<file path="config.mk">
export PLATFORM = sky130hd
export DESIGN_NAME = masked_inv_sched_flat
export DESIGN_NICKNAME = d
export VERILOG_FILES = /design/src/rtl/masked_inv_sched_pkg.sv /design/src/rtl/masked_inv_sched_if.sv /design/src/rtl/masked_prng64.sv /design/src/rtl/masked_inv_sched.sv /design/src/flat_wrapper.sv
export SDC_FILE = /design/constraint.sdc
export NUM_CORES = 1
export LEC_CHECK = 0
export BUFFER_PORTS_ARGS = -buffer_cell sky130_fd_sc_hd__buf_4
export CAP_MARGIN = 30
export CORE_ASPECT_RATIO = 0.9
export CORE_MARGIN = 4
export CORE_UTILIZATION = 30
export CTS_BUF_LIST = sky130_fd_sc_hd__clkbuf_4 sky130_fd_sc_hd__clkbuf_8 sky130_fd_sc_hd__clkbuf_16
export CTS_CLUSTER_SIZE = 24
export DETAILED_ROUTE_END_ITERATION = 8
export PLACE_DENSITY = 0.51
export SLEW_MARGIN = 30
export SYNTH_ARGS = -nofsm -noshare
export SYNTH_HDL_FRONTEND = slang
export SYNTH_SLANG_ARGS = --single-unit
</file>
<file path="constraint.sdc">
create_clock -name clk -period 5.6 [get_ports clk]
set_input_delay 1.12 -clock clk [delete_from_list [all_inputs] [get_ports clk]]
set_output_delay 1.12 -clock clk [all_outputs]
set_load 0.01 [all_outputs]
</file>
<file path="src/rtl/masked_inv_sched_pkg.sv">
// Shared constants and helpers for the masked-inverter scheduler:
// xorshift64 shift amounts, the zero-seed substitute and the tag width.
package masked_inv_sched_pkg;

    localparam int          XS_SHL_A      = 13;
    localparam int          XS_SHR_B      = 7;
    localparam int          XS_SHL_C      = 17;
    localparam logic [63:0] ZERO_SEED_SUB = 64'h0000_0000_0000_0001;

    function automatic int tag_width(input int n);
        return (n > 1) ? $clog2(n) : 1;
    endfunction

    function automatic logic [63:0] xorshift64(input logic [63:0] s);
        logic [63:0] t;
        t = s ^ (s << XS_SHL_A);
        t = t ^ (t >> XS_SHR_B);
        t = t ^ (t << XS_SHL_C);
        return t;
    endfunction

endpackage

</file>
<file path="src/rtl/masked_inv_sched_if.sv">
// Requester-side bus of the scheduler: per-requester shares and handshake
// in, one-hot response strobe and result shares out.
interface masked_inv_sched_if #(parameter int N_REQ = 4);

    logic [N_REQ-1:0]   req_valid;
    logic [N_REQ-1:0]   req_ready;
    logic [8*N_REQ-1:0] req_share0;
    logic [8*N_REQ-1:0] req_share1;
    logic [N_REQ-1:0]   rsp_valid;
    logic [7:0]         rsp_share0;
    logic [7:0]         rsp_share1;

    modport master (
        output req_valid, req_share0, req_share1,
        input  req_ready, rsp_valid, rsp_share0, rsp_share1
    );

    modport slave (
        input  req_valid, req_share0, req_share1,
        output req_ready, rsp_valid, rsp_share0, rsp_share1
    );

endinterface

</file>
<file path="src/rtl/masked_prng64.sv">
// xorshift64 randomness source for the masked inverter; advances every
// cycle once seeded, and a zero seed is replaced so the state never sticks.
module masked_prng64
    import masked_inv_sched_pkg::*;
#(
    parameter int RAN_W = 32
) (
    input  logic             clk,
    input  logic             rst_n,
    input  logic             seed_valid,
    input  logic [63:0]      seed,
    output logic [RAN_W-1:0] ran,
    output logic             seeded
);

    logic [63:0] state_r;
    logic [63:0] state_next_s;
    logic        seeded_r;

    // Next PRNG state: seed load wins over advancing
    always_comb begin
        state_next_s = state_r;
        if (seed_valid) begin
            state_next_s = (seed == 64'h0) ? ZERO_SEED_SUB : seed;
        end else if (seeded_r) begin
            state_next_s = xorshift64(state_r);
        end else begin
            state_next_s = state_r;
        end
    end

    // PRNG state and seeded flag
    always_ff @(posedge clk or negedge rst_n) begin
        if (!rst_n) begin
            state_r  <= 64'h0;
            seeded_r <= 1'b0;
        end else begin
            state_r  <= state_next_s;
            seeded_r <= seeded_r | seed_valid;
        end
    end

    assign ran    = state_r[RAN_W-1:0];
    assign seeded = seeded_r;

endmodule

</file>
<file path="src/rtl/masked_inv_sched.sv">
// Round-robin scheduler sharing one free-running masked GF(2^8) inverter:
// grants one requester per cycle, tags in-flight bytes, routes results back.
module masked_inv_sched
    import masked_inv_sched_pkg::*;
#(
    parameter int N_REQ   = 4,
    parameter int LATENCY = 3,
    parameter int RAN_W   = 32
) (
    input  logic                 clk,
    input  logic                 rst_n,
    input  logic                 seed_valid,
    input  logic [63:0]          seed,
    input  logic                 flush,
    masked_inv_sched_if.slave    bus,
    output logic [7:0]           inv_in0,
    output logic [7:0]           inv_in1,
    output logic [RAN_W-1:0]     inv_ran,
    input  logic [7:0]           inv_out0,
    input  logic [7:0]           inv_out1,
    output logic                 busy,
    output logic                 seeded
);

    localparam int               TAG_W    = tag_width(N_REQ);
    localparam int               CW       = TAG_W + 1;
    localparam logic [CW-1:0]    N_REQ_W  = CW'(N_REQ);
    localparam logic [TAG_W-1:0] TAG_LAST = TAG_W'(N_REQ - 1);
    localparam logic [TAG_W-1:0] TAG_ONE  = TAG_W'(1);
    localparam logic [N_REQ-1:0] ONE_HOT0 = {{(N_REQ-1){1'b0}}, 1'b1};

    logic [TAG_W-1:0]   ptr_r;
    logic [TAG_W-1:0]   gnt_idx_s;
    logic               gnt_any_s;
    logic [N_REQ-1:0]   grant_s;
    logic               seeded_s;
    logic [LATENCY-1:0] vld_r;
    logic [TAG_W-1:0]   tag_r [LATENCY];

    masked_prng64 #(.RAN_W(RAN_W)) u_prng (
        .clk        (clk),
        .rst_n      (rst_n),
        .seed_valid (seed_valid),
        .seed       (seed),
        .ran        (inv_ran),
        .seeded     (seeded_s)
    );

    assign seeded = seeded_s;

    // Search downward so the candidate nearest ptr is written last and wins
    always_comb begin
        logic [CW-1:0] cand;
        cand      = '0;
        gnt_idx_s = '0;
        for (int k = N_REQ - 1; k >= 0; k--) begin
            cand      = {1'b0, ptr_r} + CW'(k);
            cand      = (cand >= N_REQ_W) ? (cand - N_REQ_W) : cand;
            gnt_idx_s = bus.req_valid[cand[TAG_W-1:0]] ? cand[TAG_W-1:0] : gnt_idx_s;
        end
        gnt_any_s = seeded_s & ~flush & (|bus.req_valid);
        grant_s   = gnt_any_s ? (ONE_HOT0 << gnt_idx_s) : {N_REQ{1'b0}};
    end

    assign bus.req_ready = grant_s;

    // Issue mux; share 0 and share 1 travel in separate datapaths
    always_comb begin
        inv_in0 = 8'h00;
        inv_in1 = 8'h00;
        if (gnt_any_s) begin
            inv_in0 = bus.req_share0[{gnt_idx_s, 3'b000} +: 8];
            inv_in1 = bus.req_share1[{gnt_idx_s, 3'b000} +: 8];
        end else begin
            inv_in0 = 8'h00;
            inv_in1 = 8'h00;
        end
    end

    // Round-robin pointer moves past the granted requester
    always_ff @(posedge clk or negedge rst_n) begin
        if (!rst_n) begin
            ptr_r <= '0;
        end else if (gnt_any_s) begin
            ptr_r <= (gnt_idx_s == TAG_LAST) ? '0 : (gnt_idx_s + TAG_ONE);
        end else begin
            ptr_r <= ptr_r;
        end
    end

    // Tag pipeline tracks the inverter; flush kills everything not yet at the output
    always_ff @(posedge clk or negedge rst_n) begin
        if (!rst_n) begin
            vld_r <= '0;
            for (int i = 0; i < LATENCY; i++) tag_r[i] <= '0;
        end else begin
            vld_r    <= flush ? {LATENCY{1'b0}} : {vld_r[LATENCY-2:0], gnt_any_s};
            tag_r[0] <= gnt_idx_s;
            for (int i = 1; i < LATENCY; i++) tag_r[i] <= tag_r[i-1];
        end
    end

    // Response routing from the last tracking stage
    always_comb begin
        bus.rsp_valid  = {N_REQ{1'b0}};
        bus.rsp_share0 = 8'h00;
        bus.rsp_share1 = 8'h00;
        if (vld_r[LATENCY-1]) begin
            bus.rsp_valid  = ONE_HOT0 << tag_r[LATENCY-1];
            bus.rsp_share0 = inv_out0;
            bus.rsp_share1 = inv_out1;
        end else begin
            bus.rsp_valid  = {N_REQ{1'b0}};
            bus.rsp_share0 = 8'h00;
            bus.rsp_share1 = 8'h00;
        end
    end

    assign busy = |vld_r;

endmodule

</file>
<file path="src/flat_wrapper.sv">
// flat-port wrapper written by rule: the top's interface ports become plain ports
module masked_inv_sched_flat import masked_inv_sched_pkg::*;
#(
    parameter int N_REQ   = 4,
    parameter int LATENCY = 3,
    parameter int RAN_W   = 32
)
  (clk, rst_n, seed_valid, seed, flush, inv_in0, inv_in1, inv_ran, inv_out0, inv_out1, busy, seeded, bus_req_valid, bus_req_share0, bus_req_share1, bus_req_ready, bus_rsp_valid, bus_rsp_share0, bus_rsp_share1);
  masked_inv_sched_if #(.N_REQ(N_REQ)) bus_i ();
  input  logic clk;
  input  logic rst_n;
  input  logic seed_valid;
  input  logic [63:0] seed;
  input  logic flush;
  output logic [7:0] inv_in0;
  output logic [7:0] inv_in1;
  output logic [RAN_W-1:0] inv_ran;
  input  logic [7:0] inv_out0;
  input  logic [7:0] inv_out1;
  output logic busy;
  output logic seeded;
  input wire logic [$bits(bus_i.req_valid)-1:0] bus_req_valid;
  input wire logic [$bits(bus_i.req_share0)-1:0] bus_req_share0;
  input wire logic [$bits(bus_i.req_share1)-1:0] bus_req_share1;
  output wire logic [$bits(bus_i.req_ready)-1:0] bus_req_ready;
  output wire logic [$bits(bus_i.rsp_valid)-1:0] bus_rsp_valid;
  output wire logic [$bits(bus_i.rsp_share0)-1:0] bus_rsp_share0;
  output wire logic [$bits(bus_i.rsp_share1)-1:0] bus_rsp_share1;
  assign bus_i.req_valid = bus_req_valid;
  assign bus_i.req_share0 = bus_req_share0;
  assign bus_i.req_share1 = bus_req_share1;
  assign bus_req_ready = bus_i.req_ready;
  assign bus_rsp_valid = bus_i.rsp_valid;
  assign bus_rsp_share0 = bus_i.rsp_share0;
  assign bus_rsp_share1 = bus_i.rsp_share1;
  masked_inv_sched #(.N_REQ(N_REQ), .LATENCY(LATENCY), .RAN_W(RAN_W)) u_core (.clk(clk), .rst_n(rst_n), .seed_valid(seed_valid), .seed(seed), .flush(flush), .bus(bus_i), .inv_in0(inv_in0), .inv_in1(inv_in1), .inv_ran(inv_ran), .inv_out0(inv_out0), .inv_out1(inv_out1), .busy(busy), .seeded(seeded));
endmodule
</file>
==> impl.org <==
** Outcome
- Run status :: finished clean

** Power
- Power spread over the standard cell area amounts to roughly 840 nW/um^2.
- Total leakage power :: between 0.004 and 0.005 uW
- IR Drop Worst-Case VDD :: ~0.27 mV
- Part of the power in the clock network :: 7.9%
- Sequential share of power :: around a fifth
- Internal Power :: 4430 uW
- Switching power summed over all nets :: roughly 3000 uW
- Switching Fraction :: 40.1%
- Part of the total power dissipated in combinational logic :: about three quarters

** Logic synthesis
- In the synthesized netlist, the number of instances is between 700 and 800.
- Async S/R FF share, synth :: 100%
- Number of storage elements in the synthesis netlist :: 76
- Total standard cell area after synthesis :: about 7000 sq um
- Post-synth top flop :: sky130_fd_sc_hd__dfrtp_1
- The share of the Yosys chip area taken by registers is between 20% and 30%.
- Synthesis Warnings :: 0
- Synth Net Count :: 891
- A synthesized cell averages about 9.5 sq um.
- EDFF count, synth :: 0
- After synthesis, the netlist uses 44 different library cells.

** Final layout
- Leaving out fill and tap cells, the most frequent cells in the layout are sky130_fd_sc_hd__buf_4, sky130_fd_sc_hd__nand2_1, sky130_fd_sc_hd__xnor2_1, sky130_fd_sc_hd__dfrtp_1, sky130_fd_sc_hd__o21ai_0.
- Count of fill cells added during filler insertion :: 2358
- 0 antenna diodes ended up in the layout.
- Final net count :: 1032
- Area taken by multi-input logic gates :: between 4000 and 5000 sq um
- Most frequent standard cell in the layout excluding fill and tap cells :: sky130_fd_sc_hd__buf_4
- Share of final-layout standard cells stronger than drive strength 1 :: between 20 and 30%
- Area Growth Syn to Fin :: 27.3%
- Summing all flip-flop and latch instances after layout gives 1900 sq um.
- Design Area, Final :: 8850 sq um

** Floorplan
- Die Area :: about 26000 sq um
- IO Count :: 226
- Measured along the x axis, the die boundary spans between 150 and 200 um.
- Y dimension of the die :: 152 um
- In this run the core area contains 52 standard-cell rows.
- For this configuration, the core starts out at a cell density of a little under a third.
- The total area inside the core boundary comes to 22600 sq um.

** CTS
- Reg clk slew, reported paths :: 0.06 ns
- Clock tree synthesis selected as its root buffer the cell sky130_fd_sc_hd__clkbuf_16.
- The H-tree was split into 3 levels.
- For the worst-skew pair, the clock arrives at the later sink with an insertion delay of between 0.3 and 0.4 ns.
- Buffers inserted to repair hold after CTS numbered 0.
- Number of buffers on the longest clock path :: 2
- Number of cells upsized or downsized after cts :: 0
- Number of clock sinks :: between 70 and 80
- In this run the post-CTS setup repair buffer count came out at 0.
- In this run, CTS created clock tree buffers numbering 9.
- TritonCTS built the clock tree.

** Timing
- Headroom to the max-slew limit :: 38.5%
- Setup repair after global routing missed its margin :: no
- In the finished design, the share of the clock period the worst path needs comes to about 78%.
- Final number of max-transition violations :: 0
- Final sum of negative setup slack :: 0 ns
- Achievable clock frequency :: between 200 and 250 MHz
- The worst path in the final design needs a cycle of between 4 and 5 ns, including I/O delays and setup.
- For the final database, setup skew stands at 0.00640 ns.
- Final count of hold timing violations :: 0
- Final setup fails :: 0
- Actual slew at the worst max-slew pin :: 0.914 ns

** Flow run
- Max-cap violations in this run came to 0.

** Place
- Summed over all nets, the half-perimeter wirelength after detailed placement is between 15000 and 20000 um.
- The congestion estimate from routability-driven global placement came to slightly below 0.8.
- Count of buffers inserted at the top-level ports :: approximately 230
- Instance area at placement :: between 8000 and 9000 sq um

** Route
- Post-detailed-route DRC marker count :: 0
- Once detail routing completed, the nets flagged for antenna violations numbered 0.
- Before antenna repair, the detailed router went through 8 iterations.
- Final Routed Wirelength :: around 22000 um
- Using the TritonRoute via totals, the vias-per-cell ratio works out to 4.79.
- In the final routed layout, each cell accounts on average for around 19 um.
- Via count :: about 5600
- Iter 0 DRT Violations :: 445

** Worst setup path
- STA puts the critical path data required time at between 4 and 5 ns.
- Cell breakdown of the critical path :: buf_4 > nand2b_1 > o221ai_4 > nand2_1 > inv_1 > ha_1 > and2_1 > buf_4
- The critical path in this run is classified as in2out.
- The worst setup path is launched from an input port.
- Top fanout value on the critical path :: 27
- Cell at the slowest stage of the critical path :: sky130_fd_sc_hd__nand2_1
- CP Capture Type :: primary output
- Cell mode on critical path :: sky130_fd_sc_hd__buf_4
- For the worst setup path, the data arrival time is roughly 3.3 ns.
- Slowest cell delay on critical path :: about 0.59 ns

** Global route
- GRT Resource Usage Total :: between 10% and 20%
- The number of global-route vias before repair came to ~5700.
- Wire length of the first global-routing pass :: approximately 34000 um
- Maximum number of pins on one net before global-route repair :: 77
- Number of antenna violations at the first check in global routing :: 0
- The total overflow left after global routing is 0.

** Worst hold path
- The path class of the tightest hold or removal check is reg2reg.
==> path summary, 6_finish.rpt <==
| path | from | endpoint | slack (ns) | depth (start not counted) |
|---|---|---|---|---|
| setup / recovery | bus_req_valid[1] | bus_req_ready[2] | 1.21 | 8 |
| hold / removal | u_core.tag_r[3] | u_core.tag_r[1] | 0.35 | 0 |
| setup reg to reg | u_core.ptr_r[1] | u_core.ptr_r[1] | 3.09 | 7 |
| hold reg to reg | u_core.tag_r[3] | u_core.tag_r[1] | 0.35 | 0 |
| max in group asynchronous | rst_n | u_core.u_prng.state_r[53] | 4.24 | 1 |
| min in group asynchronous | rst_n | u_core.u_prng.state_r[5] | 0.81 | 1 |
==> state kept, by name (all words and copies together) (netlist names) <==
signal / cells
u_core.tag_r: 6
u_core.vld_r: 3
u_core.ptr_r: 2
u_core.u_prng.seeded: 1
u_core.u_prng.state_r: 64
==> critical path: cells and delay by family <==
kind	cells	cell delay, ns
compound gates	1	0.55
simple gates	3	0.90
fa+ha+maj	1	0.16
buf+inv	3	0.52
==> synth_stat cells (2+ instances only) <==
cell                       instances  area [sq um]
sky130_fd_sc_hd__buf_1             2          7.51
sky130_fd_sc_hd__a22oi_1           2          15.0
sky130_fd_sc_hd__nand3_1          19          95.1
sky130_fd_sc_hd__nand2b_1          4          25.0
sky130_fd_sc_hd__nor4_1           16           100
sky130_fd_sc_hd__nor2b_1           2          12.5
sky130_fd_sc_hd__xnor2_1          78           683
sky130_fd_sc_hd__mux2i_1           8          80.1
sky130_fd_sc_hd__buf_4            35           263
sky130_fd_sc_hd__nand2_1         120           450
sky130_fd_sc_hd__inv_1            11          41.3
sky130_fd_sc_hd__xor3_2            3          75.1
sky130_fd_sc_hd__buf_2            31           155
sky130_fd_sc_hd__dfrtp_1          76          1900
sky130_fd_sc_hd__o21ai_1           3          15.0
sky130_fd_sc_hd__xnor3_1          48          1080
sky130_fd_sc_hd__xor3_1            7           166
sky130_fd_sc_hd__o21ai_0          59           295
sky130_fd_sc_hd__a21boi_0         16           120
sky130_fd_sc_hd__xor2_1           55           482
sky130_fd_sc_hd__nand4_1           4          25.0
sky130_fd_sc_hd__ha_1              4          50.1
sky130_fd_sc_hd__and2_1           22           138
sky130_fd_sc_hd__a311oi_1         32           280
sky130_fd_sc_hd__nor2_1           25          93.8
sky130_fd_sc_hd__clkbuf_1         35           131
==> routing by layer <==
layer,share of wire (%),global-route usage (%),vias up
met5,0,0,-
met4,0.92,2.90,0
met3,7.2,4.18,11
met2,44,25.4,203
met1,48,25.6,2698
li1,-,-,2726
==> power by group through the flow <==
stage / combinational, uW / sequential [uW] / clock (uW)
floorplan: 4930 / 1000 / 0
global placement: 5400 / 1410 / 0
detailed placement: 5420 / 1420 / 0
CTS: 5460 / 1410 / 598
global route: 5980 / 1460 / 620
finish: 5420 / 1400 / 583
==> kinds of logic after synthesis <==
family	Yosys count	share of synthesized area, %
AND/OR/NAND/NOR	219	14.2
XOR/XNOR	194	36.6
AO/OA/AOI/OAI	119	11.3
buffers and inverters	115	8.67
flip-flops	76	27.3
multiplexers	8	1.15
adder cells (fa/ha/maj)	4	0.720
==> stage by stage <==
step	cells	total power (uW)	hold WS (ns)	setup WS [ns]	util, %
floorplan	735	5930	0.331	2.05	-
detailed placement	1161	6840	0.336	1.20	37.7
global placement	1161	6810	0.335	1.17	37.7
global route	1177	8050	0.353	0.983	39.1
finish	1177	7410	0.346	1.21	39.1
CTS	1176	7460	0.349	1.17	39.0
==> final cells by class <==
| type | instances | area share [%] |
|---|---|---|
| multi-input combinational | 544 | 50.6 |
| tap | 297 | 4.20 |
| sequential | 76 | 21.5 |
| inverter | 11 | 0.467 |
| clock inverter | 5 | 0.608 |
| timing repair buffer | 234 | 20.0 |
| clock buffer | 10 | 2.63 |
No activity file was read; power rests on OpenSTA's default activity.
